===== src/rtl/pipelined_cla_adder_if.sv =====
// Operand/result handshake bundle for pipelined_cla_adder.
// CLA_FLAGS_EN adds the out_zero/out_neg result flags.
interface pipelined_cla_adder_if #(
  parameter int WIDTH = 32
);
  logic             in_valid;
  logic             in_ready;
  logic [WIDTH-1:0] in_a;
  logic [WIDTH-1:0] in_b;
  logic             in_cin;
  logic             in_sub;
  logic             out_valid;
  logic             out_ready;
  logic [WIDTH-1:0] out_sum;
  logic             out_cout;
  logic             out_ovf;
`ifdef CLA_FLAGS_EN
  logic             out_zero;
  logic             out_neg;

  modport master (
    output in_valid, in_a, in_b, in_cin, in_sub, out_ready,
    input  in_ready, out_valid, out_sum, out_cout, out_ovf, out_zero, out_neg
  );

  modport slave (
    input  in_valid, in_a, in_b, in_cin, in_sub, out_ready,
    output in_ready, out_valid, out_sum, out_cout, out_ovf, out_zero, out_neg
  );
`else
  modport master (
    output in_valid, in_a, in_b, in_cin, in_sub, out_ready,
    input  in_ready, out_valid, out_sum, out_cout, out_ovf
  );

  modport slave (
    input  in_valid, in_a, in_b, in_cin, in_sub, out_ready,
    output in_ready, out_valid, out_sum, out_cout, out_ovf
  );
`endif
endinterface


===== src/rtl/pipelined_cla_adder.sv =====
// Pipelined two-level carry-lookahead adder/subtractor, one WIDTH/STAGES segment per stage.
// Define CLA_FLAGS_EN to add the registered out_zero/out_neg result flags.
module pipelined_cla_adder #(
  parameter int WIDTH  = 32,
  parameter int GROUP  = 4,
  parameter int STAGES = 2
) (
  input logic                  clk,
  input logic                  rst_n,
  pipelined_cla_adder_if.slave bus
);

  localparam int SEG  = WIDTH / STAGES;
  localparam int NGRP = SEG / GROUP;

  typedef struct packed {
    logic [SEG-1:0] sum;
    logic           cout;
  } segRes_t;

  function automatic segRes_t claSeg(input logic [SEG-1:0] a, input logic [SEG-1:0] b,
                                     input logic cin);
    logic [SEG-1:0]  g;
    logic [SEG-1:0]  p;
    logic [SEG-1:0]  c;
    logic [NGRP-1:0] gg;
    logic [NGRP-1:0] gp;
    logic [NGRP:0]   gc;
    logic            term;
    segRes_t         res;
    g = a & b;
    p = a ^ b;
    for (int j = 0; j < NGRP; j++) begin
      gg[j] = 1'b0;
      gp[j] = 1'b1;
      for (int i = 0; i < GROUP; i++) begin
        term = g[j*GROUP+i];
        for (int k = i + 1; k < GROUP; k++) term &= p[j*GROUP+k];
        gg[j] |= term;
        gp[j] &= p[j*GROUP+i];
      end
    end
    // Every group carry is a flat sum of products from cin, never chained group to group
    for (int j = 0; j <= NGRP; j++) begin
      term = cin;
      for (int k = 0; k < j; k++) term &= gp[k];
      gc[j] = term;
      for (int m = 0; m < j; m++) begin
        term = gg[m];
        for (int k = m + 1; k < j; k++) term &= gp[k];
        gc[j] |= term;
      end
    end
    for (int j = 0; j < NGRP; j++) begin
      for (int i = 0; i < GROUP; i++) begin
        term = gc[j];
        for (int k = 0; k < i; k++) term &= p[j*GROUP+k];
        c[j*GROUP+i] = term;
        for (int m = 0; m < i; m++) begin
          term = g[j*GROUP+m];
          for (int k = m + 1; k < i; k++) term &= p[j*GROUP+k];
          c[j*GROUP+i] |= term;
        end
      end
    end
    res.sum  = p ^ c;
    res.cout = gc[NGRP];
    return res;
  endfunction

  logic [STAGES-1:0] r_valid;
  logic [STAGES-1:0] w_inValid;
  logic [STAGES-1:0] w_open;
  logic [WIDTH-1:0]  w_bEff;
  logic              w_cinEff;

  assign w_bEff   = bus.in_b ^ {WIDTH{bus.in_sub}};
  assign w_cinEff = bus.in_cin ^ bus.in_sub;

  // A stage can load when it is empty or its occupant leaves this cycle
  always_comb begin : flow
    logic w_nextOpen;
    w_inValid    = '0;
    w_open       = '0;
    w_inValid[0] = bus.in_valid;
    for (int s = 1; s < STAGES; s++) w_inValid[s] = r_valid[s-1];
    w_nextOpen = bus.out_ready;
    for (int s = STAGES - 1; s >= 0; s--) begin
      w_open[s]  = !r_valid[s] || w_nextOpen;
      w_nextOpen = w_open[s];
    end
  end

  assign bus.in_ready  = w_open[0];
  assign bus.out_valid = r_valid[STAGES-1];

  always_ff @(posedge clk or negedge rst_n) begin
    if (!rst_n) begin
      r_valid <= '0;
    end else begin
      for (int s = 0; s < STAGES; s++) begin
        if (w_open[s]) r_valid[s] <= w_inValid[s];
      end
    end
  end

  for (genvar s = 0; s < STAGES; s++) begin : stg
    localparam int HI = (s + 1) * SEG - 1;
    localparam int OW = WIDTH - s * SEG;

    logic [OW-1:0] w_opA;
    logic [OW-1:0] w_opB;
    logic          w_ci;
    logic [HI:0]   w_sumNext;
    logic [HI:0]   r_sum;
    logic          r_carry;
    segRes_t       w_res;
    logic          w_load;

    assign w_res  = claSeg(w_opA[SEG-1:0], w_opB[SEG-1:0], w_ci);
    assign w_load = w_open[s] && w_inValid[s];

    if (s == 0) begin : src
      assign w_opA     = bus.in_a;
      assign w_opB     = w_bEff;
      assign w_ci      = w_cinEff;
      assign w_sumNext = w_res.sum;
    end else begin : src
      assign w_opA     = stg[s-1].upper.r_a;
      assign w_opB     = stg[s-1].upper.r_b;
      assign w_ci      = stg[s-1].r_carry;
      assign w_sumNext = {w_res.sum, stg[s-1].r_sum};
    end

    // Data only moves with a valid op so the output stays put between results
    always_ff @(posedge clk or negedge rst_n) begin
      if (!rst_n) begin
        r_sum   <= '0;
        r_carry <= 1'b0;
      end else if (w_load) begin
        r_sum   <= w_sumNext;
        r_carry <= w_res.cout;
      end
    end

    if (s < STAGES - 1) begin : upper
      logic [OW-SEG-1:0] r_a;
      logic [OW-SEG-1:0] r_b;

      always_ff @(posedge clk or negedge rst_n) begin
        if (!rst_n) begin
          r_a <= '0;
          r_b <= '0;
        end else if (w_load) begin
          r_a <= w_opA[OW-1:SEG];
          r_b <= w_opB[OW-1:SEG];
        end
      end
    end else begin : fin
      logic r_ovf;
`ifdef CLA_FLAGS_EN
      logic r_zero;
      logic r_neg;
`endif

      // Carry into the MSB is recovered as sum ^ a ^ b at that bit
      always_ff @(posedge clk or negedge rst_n) begin
        if (!rst_n) begin
          r_ovf  <= 1'b0;
`ifdef CLA_FLAGS_EN
          r_zero <= 1'b0;
          r_neg  <= 1'b0;
`endif
        end else if (w_load) begin
          r_ovf  <= w_res.cout ^ w_res.sum[SEG-1] ^ w_opA[SEG-1] ^ w_opB[SEG-1];
`ifdef CLA_FLAGS_EN
          r_zero <= (w_sumNext == '0);
          r_neg  <= w_sumNext[WIDTH-1];
`endif
        end
      end
    end
  end

  assign bus.out_sum  = stg[STAGES-1].r_sum;
  assign bus.out_cout = stg[STAGES-1].r_carry;
  assign bus.out_ovf  = stg[STAGES-1].fin.r_ovf;
`ifdef CLA_FLAGS_EN
  assign bus.out_zero = stg[STAGES-1].fin.r_zero;
  assign bus.out_neg  = stg[STAGES-1].fin.r_neg;
`endif

endmodule


===== src/flat_wrapper.sv =====
// flat-port wrapper written by rule: the top's interface ports become plain ports
module pipelined_cla_adder_flat 
#(
  parameter int WIDTH  = 32,
  parameter int GROUP  = 4,
  parameter int STAGES = 2
)
  (clk, rst_n, bus_in_valid, bus_in_a, bus_in_b, bus_in_cin, bus_in_sub, bus_out_ready, bus_in_ready, bus_out_valid, bus_out_sum, bus_out_cout, bus_out_ovf);
  pipelined_cla_adder_if #(.WIDTH(WIDTH)) bus_i ();
  input logic clk;
  input logic rst_n;
  input wire logic [$bits(bus_i.in_valid)-1:0] bus_in_valid;
  input wire logic [$bits(bus_i.in_a)-1:0] bus_in_a;
  input wire logic [$bits(bus_i.in_b)-1:0] bus_in_b;
  input wire logic [$bits(bus_i.in_cin)-1:0] bus_in_cin;
  input wire logic [$bits(bus_i.in_sub)-1:0] bus_in_sub;
  input wire logic [$bits(bus_i.out_ready)-1:0] bus_out_ready;
  output wire logic [$bits(bus_i.in_ready)-1:0] bus_in_ready;
  output wire logic [$bits(bus_i.out_valid)-1:0] bus_out_valid;
  output wire logic [$bits(bus_i.out_sum)-1:0] bus_out_sum;
  output wire logic [$bits(bus_i.out_cout)-1:0] bus_out_cout;
  output wire logic [$bits(bus_i.out_ovf)-1:0] bus_out_ovf;
  assign bus_i.in_valid = bus_in_valid;
  assign bus_i.in_a = bus_in_a;
  assign bus_i.in_b = bus_in_b;
  assign bus_i.in_cin = bus_in_cin;
  assign bus_i.in_sub = bus_in_sub;
  assign bus_i.out_ready = bus_out_ready;
  assign bus_in_ready = bus_i.in_ready;
  assign bus_out_valid = bus_i.out_valid;
  assign bus_out_sum = bus_i.out_sum;
  assign bus_out_cout = bus_i.out_cout;
  assign bus_out_ovf = bus_i.out_ovf;
  pipelined_cla_adder #(.WIDTH(WIDTH), .GROUP(GROUP), .STAGES(STAGES)) u_core (.clk(clk), .rst_n(rst_n), .bus(bus_i));
endmodule

===== config.mk =====
export PLATFORM = sky130hd
export DESIGN_NAME = pipelined_cla_adder_flat
export DESIGN_NICKNAME = d
export VERILOG_FILES = /design/src/rtl/pipelined_cla_adder_if.sv /design/src/rtl/pipelined_cla_adder.sv /design/src/flat_wrapper.sv
export SDC_FILE = /design/constraint.sdc
export NUM_CORES = 1
export LEC_CHECK = 0
export BUFFER_PORTS_ARGS = -buffer_cell sky130_fd_sc_hd__buf_2
export CORE_MARGIN = 2
export CORE_UTILIZATION = 40
export DETAILED_ROUTE_END_ITERATION = 10
export HOLD_SLACK_MARGIN = 0.15
export SYNTH_ARGS = -nofsm -noshare
export SYNTH_HDL_FRONTEND = slang
export SYNTH_SLANG_ARGS = --single-unit

===== constraint.sdc =====
create_clock -name clk -period 3.3 [get_ports clk]
set_clock_uncertainty 0.2 [all_clocks]
set_input_delay 0.165 -clock clk [delete_from_list [all_inputs] [get_ports clk]]
set_output_delay 0.165 -clock clk [all_outputs]
set_load 0.05 [all_outputs]

==> flow_metrics.py, run 1 <==
metrics = {
    "job": {
        "drv_cap": 0,
    },
    "grt": {
        "top_usage_layer": "met2",
        "grt_pass1_wl_mm": 17.24,
        "grt_pass1_vias": 3754,
        "grt_overflow_total": 0,
        "grt_use_total_pct": 16.76,
        "met2_usage_pct": 28.66,
        "grt_max_degree": 86,
        "antenna_found_initial": 0,
        "gr-usage-met1_pct": 20.78,
        "met3_usage_pct": 3.428,
    },
    "place": {
        "gp_congestion": 0.8065,
        "place_area_mm2": 0.005553,
        "hpwlAfterDp_mm": 7.295,
        "place_inst": 689,
        "port-buffer-count": 105,
    },
    "cts": {
        "clockRootBuffer": "clkbuf_16",
        "h-tree-depth": 3,
        "cts_tree": "done",
        "clock_latency_ps": 340,
        "cts_made_buffers": 9,
        "postCtsSetupBuffers": 0,
        "path_clk_slew_ps": 60,
        "clockBufferDepth": 2,
        "cts.sinks": 85,
    },
    "timing": {
        "setup_viol": 0,
        "worst_pin_slew_ps": 1085,
        "finalHoldViolCount": 0,
        "fmax_mhz": 319.4,
        "maxSlewHeadroom_pct": 27.69,
        "min_period_over_period_pct": 94.87,
        "maxSlewViolCount": 0,
        "final.min_clock_period_ps": 3131,
    },
    "detailed_routing": {
        "wl_mm": 10.29,
        "wire_per_inst_um": 13.62,
        "firstDrtPassIters": 9,
        "routed_via_density": 4.840,
        "drc": 6,
        "vias": 3654,
        "drt-initial-drc-count": 126,
        "ant_nets": 0,
    },
    "yosys": {
        "yosysTopAreaCell": "dfrtp_1",
        "syn_inst": 443,
        "synth_top_family_by_area": "adder cells",
        "yosysSeqAreaShare_pct": 44.63,
        "synthAdderAreaFrac_pct": 13.86,
        "yosys.area_share.simple_pct": 8.375,
        "syn_nets": 561,
        "netlist_area_mm2": 0.004766,
        "synth.top_cell.area_share_pct": 44.63,
        "synth-compound-area-share_pct": 10.74,
        "synthMuxAreaShare_pct": 8.952,
        "syn_area_per_cell_um2": 10.76,
        "yosys_warnings": 0,
        "ys_seq_elements": 85,
        "synthTopCellsByArea": "dfrtp_1 (45%), ha_1 (11%), mux2_1 (8.7%)",
        "synth_xor_area_share_pct": 10.84,
        "synthDistinctLibCells": 38,
    },
    "floorplan": {
        "io_pins": 106,
        "die_w_um": 113.2,
        "dieHeight_um": 113.2,
        "num_rows": 39,
        "core_mm2": 0.01152,
        "start_util_pct": 41.38,
        "dieArea_mm2": 0.01280,
    },
    "worst_setup_path": {
        "path_max_fanout": 2,
        "cp.required_ps": 3300,
        "crit_type": "in2reg",
        "crit_arrival_ps": 3130,
        "rrSetupSlack_ps": 190,
        "cp-start-kind": "input pin",
        "cp-end-kind": "register",
    },
    "power": {
        "leakagePower_uw": 0.003061,
        "p_sw_uw": 1880,
        "clockPowerShare_pct": 24.0,
        "power_density_mw_per_mm2": 721.2,
        "switching_share_pct": 40.77,
        "p_comb_share_pct": 43.0,
        "peakVddDrop_mv": 0.2191,
        "seqPwrFrac_pct": 33.0,
        "p_int_uw": 2732,
    },
    "final_layout": {
        "finalInstanceArea_mm2": 0.006395,
        "stdcell_count": 755,
        "drive_gt1_share_pct": 24.51,
        "fin_nets": 725,
        "fin_util_pct": 55.53,
        "final_common_cell": "buf_2",
        "syn2layout_area_growth_pct": 34.18,
        "final_cell_mix": "buf_2 (104), dfrtp_1 (85), nand2_1 (55), o21ai_1 (54), dlygate4sd3_1 (50)",
        "antennaDiodeCount": 0,
    },
    "run_status": {
        "failed_checks": "design-rule violations",
        "status": "finished with violations",
    },
    "hold_path": {
        "min_path_type": "in2reg",
    },
}
-- Yosys cell counts --
cell	n
or4b_4	1
a21o_1	2
nor2b_1	2
clkbuf_1	12
nor3_1	3
o21ai_1	54
a221o_1	1
o21a_1	1
nand4b_1	1
mux2_1	37
o41a_1	1
nand2b_1	10
dfrtp_1	85
and3_1	1
inv_1	10
a211o_1	1
nand2_1	58
o21bai_1	1
o221a_1	1
xor2_1	30
nand3_1	2
a211oi_1	2
inv_2	4
o21ai_0	5
nor2_1	7
or3_1	1
a21oi_1	21
a41oi_1	1
fa_1	8
o211ai_1	1
ha_1	40
buf_1	4
xnor2_1	29
nand3b_1	1
a21oi_2	1
buf_6	1
mux2i_1	1
nand4_1	2
-- cells by family (layout without fill, tap and decap cells) --
| group | count (synthesis) | after routing |
|---|---|---|
| XOR/XNOR | 59 | 59 |
| flip-flops | 85 | 85 |
| multiplexers | 38 | 38 |
| adder cells (fa/ha/maj) | 48 | 48 |
| AND/OR/NAND/NOR | 89 | 89 |
| buffers and inverters | 31 | 200 |
| AO/OA/AOI/OAI | 93 | 93 |
-- final timing paths --
path,to,cells past startpoint,from
max,u_core.stg[0].r_sum[15],15,bus_in_a[4]
min,u_core.stg[0].r_sum[0],5,bus_in_cin
max reg2reg,u_core.bus.out_ovf,13,u_core.stg[0].upper.r_b[1]
min reg2reg,u_core.stg[0].r_sum[9],2,u_core.stg[0].r_sum[9]
max in group asynchronous,u_core.stg[0].upper.r_b[6],2,rst_n
min in group asynchronous,u_core.bus.out_sum[20],2,rst_n
-- what timing repair did --
| action | 4_1_cts | 5_1_grt |
|---|---|---|
| hold buffers | 50 | 0 |
| endpoints found under the hold margin | 132 | 0 |
| resized for setup | 0 | 2 |
| endpoints found under the setup margin | 0 | 1 |
-- registers in the layout (all words and copies together), names as in the netlist --
| name | count |
|---|---|
| u_core.r_valid | 2 |
| u_core.stg.upper.r_a | 16 |
| u_core.stg.r_sum | 16 |
| u_core.stg.r_carry | 1 |
| u_core.stg.upper.r_b | 16 |
| u_core.bus.out_cout | 1 |
| u_core.bus.out_ovf | 1 |
| u_core.bus.out_sum | 32 |
-- cell type report --
class                      count  area [um^2]
fill                        1010         5121
inverter                      14        52.55
multi-input combinational    327         2556
timing repair buffer         170         1154
sequential                    85         2127
tap                          143        178.9
clock inverter                 4        70.07
clock buffer                  12        256.5
-- through the flow --
step | hold slack, ps | setup slack (ps) | total power (uW) | setup TNS [ps]
after floorplan | -330.6 | 3.400 | 2975 | 0
after global placement | 175.6 | 24.20 | 3429 | 0
after detailed placement | 180.5 | -29.83 | 3473 | -29.83
after CTS | 152.4 | 121.1 | 4647 | 0
after global routing | 193.2 | -23.86 | 4904 | -23.86
final | 149.8 | 169.5 | 4612 | 0
-- power by group through the flow --
stage,Clock (uW),Sequential (uW),Combinational [uW]
after floorplan,0,2180,790
after global placement,0,1530,1900
after detailed placement,0,1540,1930
after CTS,1130,1530,1990
after global routing,1170,1570,2160
final,1110,1520,1980
-- per-layer routing --
layer  share of wire [%]  routed length (um)  up-vias
met2                  47                4844       96
met5                   0                   0        -
met1                  45                4640     1703
li1                    -                   -     1839
met4                 2.1                 214        0
met3                 5.7                 586       16
-- worst max-delay path: stages --
cell           delay [ps]
dlygate4sd3_1         520
buf_2                 130
ha_1                  310
o21ai_0               210
nor2_1                 80
o221a_1               260
or4b_4                550
nand2_4                90
inv_2                  40
ha_2                  150
o21ai_1               140
nand2b_1              110
a21oi_2               140
xor2_1                160
o21ai_1                70
Power figures use the tool's default switching activity.
==> run 2, diff against run 1 <==
--- a/config.mk
+++ b/config.mk
@@ -6,10 +6,14 @@
 export NUM_CORES = 1
 export LEC_CHECK = 0
 export BUFFER_PORTS_ARGS = -buffer_cell sky130_fd_sc_hd__buf_2
+export CELL_PAD_IN_SITES_DETAIL_PLACEMENT = 0
+export CELL_PAD_IN_SITES_GLOBAL_PLACEMENT = 2
 export CORE_MARGIN = 2
-export CORE_UTILIZATION = 40
+export CORE_UTILIZATION = 35
 export DETAILED_ROUTE_END_ITERATION = 10
 export HOLD_SLACK_MARGIN = 0.15
+export PLACE_DENSITY_LB_ADDON = 0.1
+export SKIP_LAST_GASP = 1
 export SYNTH_ARGS = -nofsm -noshare
 export SYNTH_HDL_FRONTEND = slang
 export SYNTH_SLANG_ARGS = --single-unit
==> run 2 against run 1 <==
The run now ends clean. Sequential power about the same. Cell area grew 0.37%. Combinational power about the same. Core utilization shrank 7.3 points. Critical path type is now reg2reg. Power decreased by 2.6%. Die area is 14% higher. Maximum frequency up 1.0%. Sequential share of layout area down 0.12 points.
==> flow_metrics.py, run 2 (same netlist as run 1, synthesis figures left out) <==
metrics = {
    "run_status": {
        "status": "complete, no violations",
    },
    "timing": {
        "grt_setup_unrepaired": "true",
        "setup_tns_ps": 0,
        "fmax_mhz": 322.7,
        "worst_pin_slew_ps": 809.1,
        "maxSlewViolCount": 0,
        "final.min_clock_period_ps": 3099,
        "setup_viol": 0,
        "finalHoldViolCount": 0,
        "maxSlewHeadroom_pct": 46.06,
        "whs_ps": 148.3,
        "min_period_over_period_pct": 93.90,
    },
    "detailed_routing": {
        "drt-initial-drc-count": 92,
        "vias": 3602,
        "firstDrtPassIters": 4,
        "drc": 0,
        "wl_mm": 10.09,
        "ant_nets": 0,
        "routed_via_density": 4.571,
        "wire_per_inst_um": 12.80,
    },
    "final_layout": {
        "largest_reg_flops": 32,
        "antennaDiodeCount": 0,
        "stdcell_count": 788,
        "finalInstanceArea_mm2": 0.006419,
        "final_common_cell": "buf_2",
        "fin_nets": 727,
        "final_cell_mix": "buf_2 (103), dfrtp_1 (85), nand2_1 (55), o21ai_1 (54), dlygate4sd3_1 (45)",
        "syn2layout_area_growth_pct": 34.68,
        "drive_gt1_share_pct": 25.33,
    },
    "power": {
        "power_density_mw_per_mm2": 700.1,
        "leakagePower_uw": 0.003060,
        "peakVddDrop_mv": 0.2700,
        "total_power_uw": 4494,
    },
    "hold_path": {
        "worstHoldPathCells": 5,
        "min_path_type": "in2reg",
    },
    "place": {
        "place_area_mm2": 0.005639,
        "port-buffer-count": 105,
        "hpwlAfterDp_mm": 7.655,
        "place_inst": 728,
        "gp_congestion": 0.7945,
    },
    "worst_setup_path": {
        "reg2reg_to": "u_core.bus.out_ovf",
        "startpoint": "u_core.stg[0].upper.r_b[1]",
        "cp.required_ps": 3310,
        "reg2reg_from": "u_core.stg[0].upper.r_b[1]",
        "path_max_fanout": 4,
        "crit_end": "u_core.bus.out_ovf",
        "rr_worst_depth": 13,
        "crit_type": "reg2reg",
        "rrSetupSlack_ps": 200,
        "cp-start-kind": "register",
        "cp-end-kind": "register",
        "crit_arrival_ps": 3110,
    },
    "cts": {
        "cts_tree": "done",
        "h-tree-depth": 3,
        "path_clk_slew_ps": 60,
        "clockRootBuffer": "clkbuf_16",
        "cts_made_buffers": 9,
        "clock_latency_ps": 330,
        "clockBufferDepth": 2,
        "cts.sinks": 85,
    },
    "floorplan": {
        "dieArea_mm2": 0.01457,
        "num_rows": 42,
        "die_w_um": 120.7,
        "start_util_pct": 35.85,
        "dieHeight_um": 120.7,
        "io_pins": 106,
        "core_mm2": 0.01330,
    },
    "grt": {
        "grt_use_total_pct": 14.91,
        "grt_max_degree": 64,
        "grt_pass1_wl_mm": 17.17,
        "antenna_found_initial": 0,
        "grt_overflow_total": 0,
        "grt_pass1_vias": 3633,
    },
    "job": {
        "drv_cap": 0,
    },
}
## run 2: worst min-delay path by stage
stage | from | slack (ps) | to
floorplan | rst_n | -330 | u_core.bus.out_cout
global placement | rst_n | 110 | u_core.bus.out_sum[21]
detailed placement | rst_n | 110 | u_core.bus.out_sum[22]
CTS | bus_in_a[13] | 150 | u_core.stg[0].r_sum[13]
global route | bus_in_a[14] | 180 | u_core.stg[0].r_sum[14]
finish | bus_in_a[10] | 150 | u_core.stg[0].r_sum[11]
## run 2: timing repair
action | CTS | global route
hold endpoints to repair | 104 | 0
buffers inserted | 0 | 1
gates resized for setup | 0 | 5
hold buffers | 46 | 0
setup endpoints to repair | 0 | 4
## run 2: worst max-delay path: stages (launching register included)
cell and delay, ps:
dfrtp_1 390, ha_1 360, a21oi_1 180, a21oi_1 90, a211oi_2 230, buf_4 160
o21ai_1 110, ha_1 230, o211ai_1 180, nand2_1 110, xor2_2 180, xnor2_2 240
mux2i_1 210, nand3_1 90
## run 2: power by group
part	internal [uW]	switching [uW]	total, uW
logic	691	1300	2000
clock network	598	376	974
registers	1350	171	1520
total	2640	1850	4490
## run 2: metal layers
metal | up-vias | GRT usage [%] | routed length [um]
met5 | - | 0 | 0
met1 | 1679 | 18.74 | 4542
met3 | 12 | 3.113 | 474
met4 | 0 | 6.541 | 189
li1 | 1841 | - | -
met2 | 70 | 24.75 | 4880
## run 2: stage by stage
stage | utilization [%] | worst slack [ps]
floorplan | - | 3.400
global route | 48.28 | -15.88
detailed placement | 42.41 | -19.69
CTS | 48.00 | 26.73
global placement | 42.41 | 18.96
finish | 48.28 | 201.3
## run 2: final cells by class
type	instances	area, um^2
Clock buffer	12	246.5
Multi-Input combinational cell	327	2574
Timing Repair Buffer	172	1164
Inverter	14	52.55
Sequential cell	85	2127
Clock inverter	2	35.03
Tap cell	176	220.2
Fill cell	1335	6877
